--- config.mk ---
export PLATFORM = sky130hd
export DESIGN_NAME = mul_seq_ctrl
export DESIGN_NICKNAME = d
export VERILOG_FILES = /design/src/rtl/mul_seq_ctrl.sv
export SDC_FILE = /design/constraint.sdc
export NUM_CORES = 1
export LEC_CHECK = 0
export ABC_CLOCK_PERIOD_IN_PS = 2400
export CAP_MARGIN = 15
export CELL_PAD_IN_SITES_DETAIL_PLACEMENT = 1
export CELL_PAD_IN_SITES_GLOBAL_PLACEMENT = 2
export CORE_MARGIN = 2
export CORE_UTILIZATION = 41
export CTS_BUF_LIST = sky130_fd_sc_hd__clkbuf_4
export CTS_CLUSTER_DIAMETER = 80
export DETAILED_ROUTE_END_ITERATION = 6
export DONT_BUFFER_PORTS = 1
export HOLD_SLACK_MARGIN = 0.08
export PLACE_DENSITY = 0.91
export REMOVE_ABC_BUFFERS = 1
export SLEW_MARGIN = 25
export SYNTH_ARGS = -nofsm -noshare
export SYNTH_HDL_FRONTEND = slang
export SYNTH_SLANG_ARGS = --single-unit
--- constraint.sdc ---
create_clock -name clk -period 2.4 [get_ports clk]
set_input_delay 0.48 -clock clk [delete_from_list [all_inputs] [get_ports clk]]
set_output_delay 0.48 -clock clk [all_outputs]
set_load 0.02 [all_outputs]
--- src/rtl/mul_seq_ctrl.sv ---


module mul_seq_ctrl #(
    parameter int WIDTH = 32
) (
    input  logic                 clk,
    input  logic                 rst_n,
    input  logic                 start,
    input  logic [WIDTH-1:0]     a,
    input  logic [WIDTH-1:0]     b,
    output logic                 busy,
    output logic                 done,
    output logic [2*WIDTH-1:0]   product,
    output logic [WIDTH-1:0]     add_x,
    output logic [WIDTH-1:0]     add_y,
    output logic                 add_cin,
    input  logic [WIDTH-1:0]     add_sum,
    input  logic                 add_cout
);
    localparam int CW = (WIDTH > 1) ? $clog2(WIDTH) : 1;
    localparam logic [2:0] IDLE = 3'd0, ITER = 3'd1, DONE = 3'd2;
`ifdef MUL_SIGNED_EN
    localparam logic [2:0] NEG_A = 3'd3, NEG_B = 3'd4, NEG_LO = 3'd5, NEG_HI = 3'd6;
    localparam logic [2:0] FIRST = NEG_A, LAST = NEG_LO;
    logic rsign_q, rsign_d, cneg_q, cneg_d;
`else
    localparam logic [2:0] FIRST = ITER, LAST = DONE;
`endif
    logic [2:0]           state_q, state_d;
    logic [WIDTH-1:0]     mcand_q, mcand_d, hi_q, hi_d, lo_q, lo_d;
    logic [CW-1:0]        cnt_q, cnt_d;
    logic [2*WIDTH-1:0]   product_q, product_d;

    assign busy    = state_q != IDLE;
    assign done    = state_q == DONE;
    assign product = product_q;

    always_comb begin
        state_d = state_q;
        mcand_d = mcand_q;
        hi_d    = hi_q;
        lo_d    = lo_q;
        cnt_d   = cnt_q;
        add_x   = '0;
        add_y   = '0;
        add_cin = 1'b0;
`ifdef MUL_SIGNED_EN
        rsign_d = rsign_q;
        cneg_d  = cneg_q;
`endif
        case (state_q)
            IDLE: if (start) begin
                state_d = FIRST;
                mcand_d = a;
                hi_d    = '0;
                lo_d    = b;
                cnt_d   = '0;
`ifdef MUL_SIGNED_EN
                rsign_d = a[WIDTH-1] ^ b[WIDTH-1];
`endif
            end
            ITER: begin
                add_x = lo_q[0] ? hi_q : '0;
                add_y = lo_q[0] ? mcand_q : '0;
                // carry-out shifts into hi[W-1], so the 2W-bit result stays exact
                {hi_d, lo_d} = {lo_q[0] & add_cout, lo_q[0] ? add_sum : hi_q, lo_q[WIDTH-1:1]};
                cnt_d = cnt_q + CW'(1);
                state_d = (cnt_q == CW'(WIDTH - 1)) ? LAST : ITER;
            end
            DONE: state_d = IDLE;
`ifdef MUL_SIGNED_EN
            NEG_A: begin
                state_d = NEG_B;
                if (mcand_q[WIDTH-1]) begin
                    add_x   = ~mcand_q;
                    add_cin = 1'b1;
                    mcand_d = add_sum;
                end
            end
            NEG_B: begin
                state_d = ITER;
                if (lo_q[WIDTH-1]) begin
                    add_x   = ~lo_q;
                    add_cin = 1'b1;
                    lo_d    = add_sum;
                end
            end
            NEG_LO: begin
                state_d = NEG_HI;
                if (rsign_q) begin
                    add_x   = ~lo_q;
                    add_cin = 1'b1;
                    lo_d    = add_sum;
                    cneg_d  = add_cout;
                end
            end
            NEG_HI: begin
                state_d = DONE;
                if (rsign_q) begin
                    add_x   = ~hi_q;
                    add_cin = cneg_q;
                    hi_d    = add_sum;
                end
            end
`endif
            default: state_d = IDLE;
        endcase
        product_d = (state_d == DONE && state_q != DONE) ? {hi_d, lo_d} : product_q;
    end

    always_ff @(posedge clk or negedge rst_n) begin
        if (!rst_n) begin
            state_q   <= IDLE;
            mcand_q   <= '0;
            hi_q      <= '0;
            lo_q      <= '0;
            cnt_q     <= '0;
            product_q <= '0;
`ifdef MUL_SIGNED_EN
            rsign_q   <= 1'b0;
            cneg_q    <= 1'b0;
`endif
        end else begin
            state_q   <= state_d;
            mcand_q   <= mcand_d;
            hi_q      <= hi_d;
            lo_q      <= lo_d;
            cnt_q     <= cnt_d;
            product_q <= product_d;
`ifdef MUL_SIGNED_EN
            rsign_q   <= rsign_d;
            cneg_q    <= cneg_d;
`endif
        end
    end
endmodule

==> summary.md, run 1 <==
| Metric | Value |
|---|---|
| Slowest cell on the critical path | `dfrtp_2` |
| Most frequent cells in the layout | `164 x dfrtp_1, 65 x nand2_1, 49 x and3_4` |
| Hold WC Path Type | `in2async` |
| Crit Path Max Fanout | `22` |
| Crit end category | `output port` |
| Sequential area share after synthesis | `56.0%` |
| Commonest non-fill, non-tap cell in the layout | `dfrtp_1` |
| Diode count | `0` |
| Per-cell routed wire length | `23.5 um` |
| Root buf cell | `clkbuf_4` |
| Share of cells above drive strength 1 | `24.1%` |
| Rel. slew slack | `60.9%` |
| Asr flop ratio synth | `100%` |
| Synth warnings | `0` |
| First-pass GRT wire length | `32600 um` |
| Startpoint Class | `flop` |
| Initial antenna violation count | `0` |
| Crit share post-route | `97.5%` |
| Multiplexer area fraction after synthesis | `13.7%` |
| Syn Area/Cell | `11.7 um^2` |
| Slew @ Worst Pin | `0.586 ns` |
| Post-synthesis compound-gate area fraction | `15.6%` |
| Critical Path, Cell by Cell | `nor3b_4 > buf_6 > buf_12 > and3_2` |
| Minimum clock period | `2.34 ns` |
| Vias in the first global route | `5695` |
| Setup TNS | `0 ns` |
| Drt initial violations | `193` |
| Die X | `139 um` |
| Largest net degree at the start of global routing | `169` |
| Setup Crit Path Kind | `reg2out` |
| Synth cell types | `37` |
| FP Rows | `49` |
| Die Height | `139 um` |
| Via count | `5347` |
| Hold-fix buffers, CTS | `34` |
| FF-to-FF Start | `cnt_q[0]` |
| TritonCTS clock tree | `done` |
| Pleak | `3.92 nW` |
| Largest family of logic cells by synthesized area | `compound AO/OA/AOI/OAI gates` |
| TritonRoute pass-1 iters | `6` |
| Via density | `5.95` |
| Total grt overflow | `0` |
| Fillers | `1864` |
| Full die area | `19400 um^2` |
| Final #Nets | `758` |
| Synthesized cell area | `7500 um^2` |
| Overall Global Routing Usage | `21.0%` |
| Area Growth Syn to Fin | `16.3%` |
| Failing checks | `hold timing` |
| Post-place setup slack | `0.400 ns` |
| Worst skew pair latency | `0.55 ns` |
| Routed Antenna Nets | `0` |
| CTS H-tree lvls | `4` |
| #FFs+latches synth | `168` |
| Slew Viols, Final | `0` |
| Cells after DPL | `824` |
| Reg2Reg Depth | `6` |
| WHS | `-0.389 ns` |
| Final std cells w/o fill | `898` |
| Pwr/cell area | `755 nW/um^2` |
| Post-synthesis cell count | `643` |
| Final WS setup | `0.0595 ns` |
| Maxcap violations | `0` |
| Slowest Stage Delay on Critical Path | `0.48 ns` |
| RSZ-0062 raised after global routing | `yes` |
| Post-Synth Simple-Gate Area | `10.2%` |
| WL final | `21100 um` |
| Core area | `18000 um^2` |
| Critical path data arrival time | `1.86 ns` |
| Ys flop type | `dfrtp_1` |
| Peak supply drop | `379 uV` |
| Final Hold Vio Count | `168` |
| EDFF count, synth | `0` |
| Critical path required time | `1.92 ns` |
| WP buf/inv | `2` |
| Clock sinks | `168` |
| Worst R2R End | `product[4]` |
| Reg clk slew, reported paths | `0.15 ns` |
| Remaining DRCs | `0` |
| Clock Skews | `0.0277 ns` |
| Endpoints failing setup | `0` |
| Xor/xnor cell area share of the yosys netlist | `0%` |
| Top delay family on crit path | `simple AND/OR/NAND/NOR gates` |
| Initial core utilization | `41.8%` |
| Total CTS buffers | `17` |
| R2r setup slk | `0.38 ns` |
| Adder-Cell Fraction of Synth Area | `0.334%` |
| Clock buffer depth | `2` |
| Util after Layout | `48.6%` |
| Gpl congestion | `0.791` |
| Total I/O pin count | `231` |
| Status | `finished with violations` |
| Fmax | `0.427 GHz` |
| DPL Wire Length | `12500 um` |
| Port bufs | `0` |
how the worst max path moves through the flow:
stage / from / end / slack, ns / depth (start not counted)
after global routing: state_q[1] / add_y[1] / -0.03 / 4
after CTS: state_q[1] / add_x[3] / -0.008 / 4
after detailed placement: cnt_q[0] / product[4] / 0.40 / 6
final: state_q[1] / add_y[25] / 0.06 / 4
after floorplan: state_q[0] / add_x[0] / -3.85 / 2
after global placement: cnt_q[0] / product[5] / 0.50 / 6
flip-flops by register name, summed over array words and instances (netlist names):
name     flops
lo_q        32
product     64
mcand_q     32
hi_q        32
cnt_q        5
state_q      3
cell families (layout without fill, tap and decap cells):
kind of cell,count (synthesis),after routing
adder cells (fa/ha/maj),2,2
multiplexers,95,95
AO/OA/AOI/OAI,167,167
buffers and inverters,65,90
AND/OR/NAND/NOR,145,145
flip-flops,168,168
other,1,2
report_power, final:
group / internal, W / switching [W]
sequential: 0.00322 / 0.000357
combinational: 0.000576 / 0.000648
clock: 0.000731 / 0.00106
stage by stage:
| stage | power [W] | area [um^2] |
|---|---|---|
| after detailed placement | 0.00467 | 7660 |
| after global routing | 0.00691 | 8720 |
| after CTS | 0.00653 | 8440 |
| final | 0.00658 | 8720 |
| after floorplan | 0.00431 | 7210 |
| after global placement | 0.00457 | 7660 |
cell type report:
type                            instances  area (um^2)  share of cell area (%)
Clock inverter                         15          175                    2.01
Sequential cell                       168         4210                    48.3
Multi-Input combinational cell        411         3290                    37.7
Inverter                                2         7.51                  0.0861
Clock buffer                           17          128                    1.46
Timing Repair Buffer                   56          627                    7.19
Tap cell                              229          287                    3.29
Yosys cell counts, types with 3 or more instances:
master,instances,area [um^2]
a22oi_1,31,233
buf_1,4,15.0
o21ai_1,21,105
mux2i_1,32,320
clkbuf_1,27,101
nor2_1,3,11.3
buf_6,3,33.8
o21ai_0,45,225
mux2_1,29,327
mux2_2,34,383
buf_2,28,140
a2bb2oi_1,31,272
nand2_1,65,244
dfrtp_1,168,4200
and3_1,66,413
o2bb2ai_1,31,272
what timing repair did:
| item | CTS | global route |
|---|---|---|
| hold endpoints to repair | 203 | 168 |
| setup endpoints to repair | 64 | 64 |
| gates resized for setup | 73 | 56 |
| gates cloned | 1 | 3 |
| setup buffers | 2 | 2 |
| pin swaps | 1 | 6 |
routing by layer:
layer | share of wire, % | global-route usage (%) | up-vias
met5 | 0 | 0 | -
met4 | 2.2 | 6.86 | 0
met3 | 7.6 | 7.12 | 31
met2 | 49 | 34.1 | 227
met1 | 41 | 26.6 | 2725
li1 | - | - | 2364
No activity file was read; power rests on OpenSTA's default activity.
==> run 2, diff against run 1 <==
--- a/config.mk
+++ b/config.mk
@@ -12,7 +12,7 @@
 export CORE_MARGIN = 2
 export CORE_UTILIZATION = 41
 export CTS_BUF_LIST = sky130_fd_sc_hd__clkbuf_4
-export CTS_CLUSTER_DIAMETER = 80
+export CTS_CLUSTER_DIAMETER = 200
 export DETAILED_ROUTE_END_ITERATION = 6
 export DONT_BUFFER_PORTS = 1
 export HOLD_SLACK_MARGIN = 0.08
==> results of run 2 <==
Final layout, timing and power as in run 1 (identical DEF).
==> run 3, diff against run 2 <==
--- a/config.mk
+++ b/config.mk
@@ -9,6 +9,7 @@
 export CAP_MARGIN = 15
 export CELL_PAD_IN_SITES_DETAIL_PLACEMENT = 1
 export CELL_PAD_IN_SITES_GLOBAL_PLACEMENT = 2
+export CORE_ASPECT_RATIO = 0.5
 export CORE_MARGIN = 2
 export CORE_UTILIZATION = 41
 export CTS_BUF_LIST = sky130_fd_sc_hd__clkbuf_4
@@ -18,6 +19,7 @@
 export HOLD_SLACK_MARGIN = 0.08
 export PLACE_DENSITY = 0.91
 export REMOVE_ABC_BUFFERS = 1
+export SKIP_LAST_GASP = 1
 export SLEW_MARGIN = 25
 export SYNTH_ARGS = -nofsm -noshare
 export SYNTH_HDL_FRONTEND = slang
==> summary.md, run 3 (same netlist as run 1, synthesis figures left out) <==
| Metric | Value |
|---|---|
| Status | `finished with violations` |
| Failing checks | `hold timing` |
| Crit end category | `output port` |
| Setup Crit Path Kind | `reg2out` |
| Area Growth Syn to Fin | `16.5%` |
| Critical path data arrival time | `1.88 ns (+0.02 ns)` |
| Crit share post-route | `98.5% (+0.94 points)` |
| Hold-fix buffers, CTS | `34 (unchanged)` |
| First-pass GRT wire length | `33100 um (+1.6%)` |
| Slew Viols, Final | `0 (unchanged)` |
| Via density | `5.83 (-2.1%)` |
| Endpoints failing setup | `0 (unchanged)` |
| Final #Nets | `762 (+0.53%)` |
| Reg clk slew, reported paths | `0.14 ns (about the same)` |
| TritonRoute pass-1 iters | `7 (+1)` |
| Core area | `17700 um^2 (-1.7%)` |
| Port bufs | `0 (unchanged)` |
| Clock buffer depth | `2 (unchanged)` |
| Fmax | `0.423 GHz (-0.95%)` |
| RSZ-0062 raised after global routing | `yes` |
| Peak supply drop | `303 uV (-20%)` |
| Total I/O pin count | `231 (unchanged)` |
| Die Height | `99.6 um (-28%)` |
| Worst skew pair latency | `0.57 ns (+0.02 ns)` |
| Initial core utilization | `42.5% (+0.73 points)` |
| Clock sinks | `168 (unchanged)` |
| Total CTS buffers | `17 (unchanged)` |
| CTS H-tree lvls | `4 (unchanged)` |
| WHS | `-0.409 ns (-0.0196 ns)` |
| Maxcap violations | `0 (unchanged)` |
| Hold WC Path Type | `in2async` |
| Clock Skews | `0.0248 ns (-0.00293 ns)` |
| Vias in the first global route | `5650 (-0.79%)` |
| Power Total | `0.00634 W (-3.8%)` |
| Per-cell routed wire length | `23.7 um (+0.91%)` |
| WP buf/inv | `2 (unchanged)` |
| Startpoint Class | `flop` |
| Minimum clock period | `2.36 ns (+0.0225 ns)` |
| Full die area | `19500 um^2 (+0.34%)` |
| Critical path required time | `1.92 ns (about the same)` |
| WL final | `21500 um (+1.9%)` |
| Pwr/cell area | `725 nW/um^2 (-4.0%)` |
| Remaining DRCs | `0 (unchanged)` |
| Share of cells above drive strength 1 | `24.4% (+0.30 points)` |
| Critical Path, Cell by Cell | `nor3b_4 > buf_4 > clkbuf_16 > and3_4` |
| Via count | `5286 (-1.1%)` |
| Gpl congestion | `0.743 (-6.1%)` |
| Slew @ Worst Pin | `0.655 ns (+0.0690 ns)` |
| Most frequent cells in the layout | `164 x dfrtp_1, 65 x nand2_1, 54 x and3_4` |
| Total grt overflow | `0 (unchanged)` |
| DPL Wire Length | `12300 um (-2.0%)` |
| Die X | `195 um (+40%)` |
| Rel. slew slack | `56.3% (-4.6 points)` |
| TritonCTS clock tree | `done` |
| FP Rows | `34 (-31%)` |
| Final Hold Vio Count | `168 (unchanged)` |
| Setup TNS | `0 ns (unchanged)` |
| Overall Global Routing Usage | `22.0% (+1.0 points)` |
| Drt initial violations | `210 (+8.8%)` |
| Dpl cell area | `7700 um^2 (+0.57%)` |
| Largest net degree at the start of global routing | `169 (unchanged)` |
| Slowest cell on the critical path | `dfrtp_2` |
| Crit Path Max Fanout | `12 (-45%)` |
| Pleak | `3.91 nW (-0.30%)` |
| Fin area | `8740 um^2 (+0.23%)` |
| Initial antenna violation count | `0 (unchanged)` |
| Root buf cell | `clkbuf_4` |
| Routed Antenna Nets | `0 (unchanged)` |
| Diode count | `0 (unchanged)` |
| Commonest non-fill, non-tap cell in the layout | `dfrtp_1` |
| Top delay family on crit path | `simple AND/OR/NAND/NOR gates` |
| Max FFs per register | `64 (unchanged)` |
| Slowest Stage Delay on Critical Path | `0.46 ns (-0.02 ns)` |
==> run 3: cell types whose count changed in the layout (fill, tap and decap cells not counted), sizes merged <==
cell / delta
buf: +3
clkinv: -1
bufbuf: +1
clkinvlp: +3
clkbuf: +1
bufinv: -3
==> run 3: area by class of cell <==
| class | instances | area, um^2 |
|---|---|---|
| Timing Repair Buffer | 60 | 691 |
| Clock buffer | 18 | 135 |
| Clock inverter | 14 | 98.8 |
| Fill cell | 1817 | 8910 |
| Inverter | 2 | 7.51 |
| Multi-Input combinational cell | 411 | 3310 |
| Sequential cell | 168 | 4210 |
| Tap cell | 234 | 293 |
==> run 3: worst paths after layout <==
path / from / endpoint / slack, ns / cells past startpoint
setup / recovery: state_q[2] / add_y[9] / 0.04 / 4
hold / removal: rst_n / product[18] / -0.41 / 0
setup reg to reg: state_q[2] / mcand_q[9] / 0.15 / 5
hold reg to reg: mcand_q[29] / mcand_q[29] / 0.51 / 1
max in group asynchronous: rst_n / mcand_q[3] / 2.36 / 0
min in group clk: add_sum[31] / hi_q[30] / 0.12 / 2
==> run 3: what timing repair did <==
action,CTS,global route
setup endpoints to repair,64,64
cloned,2,2
hold endpoints to repair,203,168
resized for setup,92,31
buffers inserted,6,2
pin swaps,1,1
==> run 3: layer usage <==
layer  share of wire, %  vias up  wire length (um)  track usage [%]
met5                  0        -                 0                0
met4                3.0        0               640             9.86
met3                4.1       44               871             4.78
met2                 50      141             10700             37.4
met1                 43     2722              9230             27.4
li1                   -     2379                 -                -
==> run 3: power breakdown <==
part | total, W | internal [W] | leakage [nW] | switching, W
registers | 0.00361 | 0.00322 | 2.02 | 0.000394
clock network | 0.00150 | 0.000423 | 0.117 | 0.00108
logic | 0.00123 | 0.000598 | 1.78 | 0.000628
total | 0.00634 | 0.00424 | 3.91 | 0.00210
==> run 3: through the flow <==
stage | hold WS, ns | instances | util, % | setup slack (ns)
floorplan | 0.184 | 581 | - | -3.85
global placement | 0.188 | 829 | 43.6 | 0.488
detailed placement | 0.187 | 829 | 43.6 | 0.414
CTS | -0.463 | 903 | 48.5 | -0.0534
global route | -0.477 | 907 | 49.5 | -0.0724
finish | -0.409 | 907 | 49.5 | 0.0370
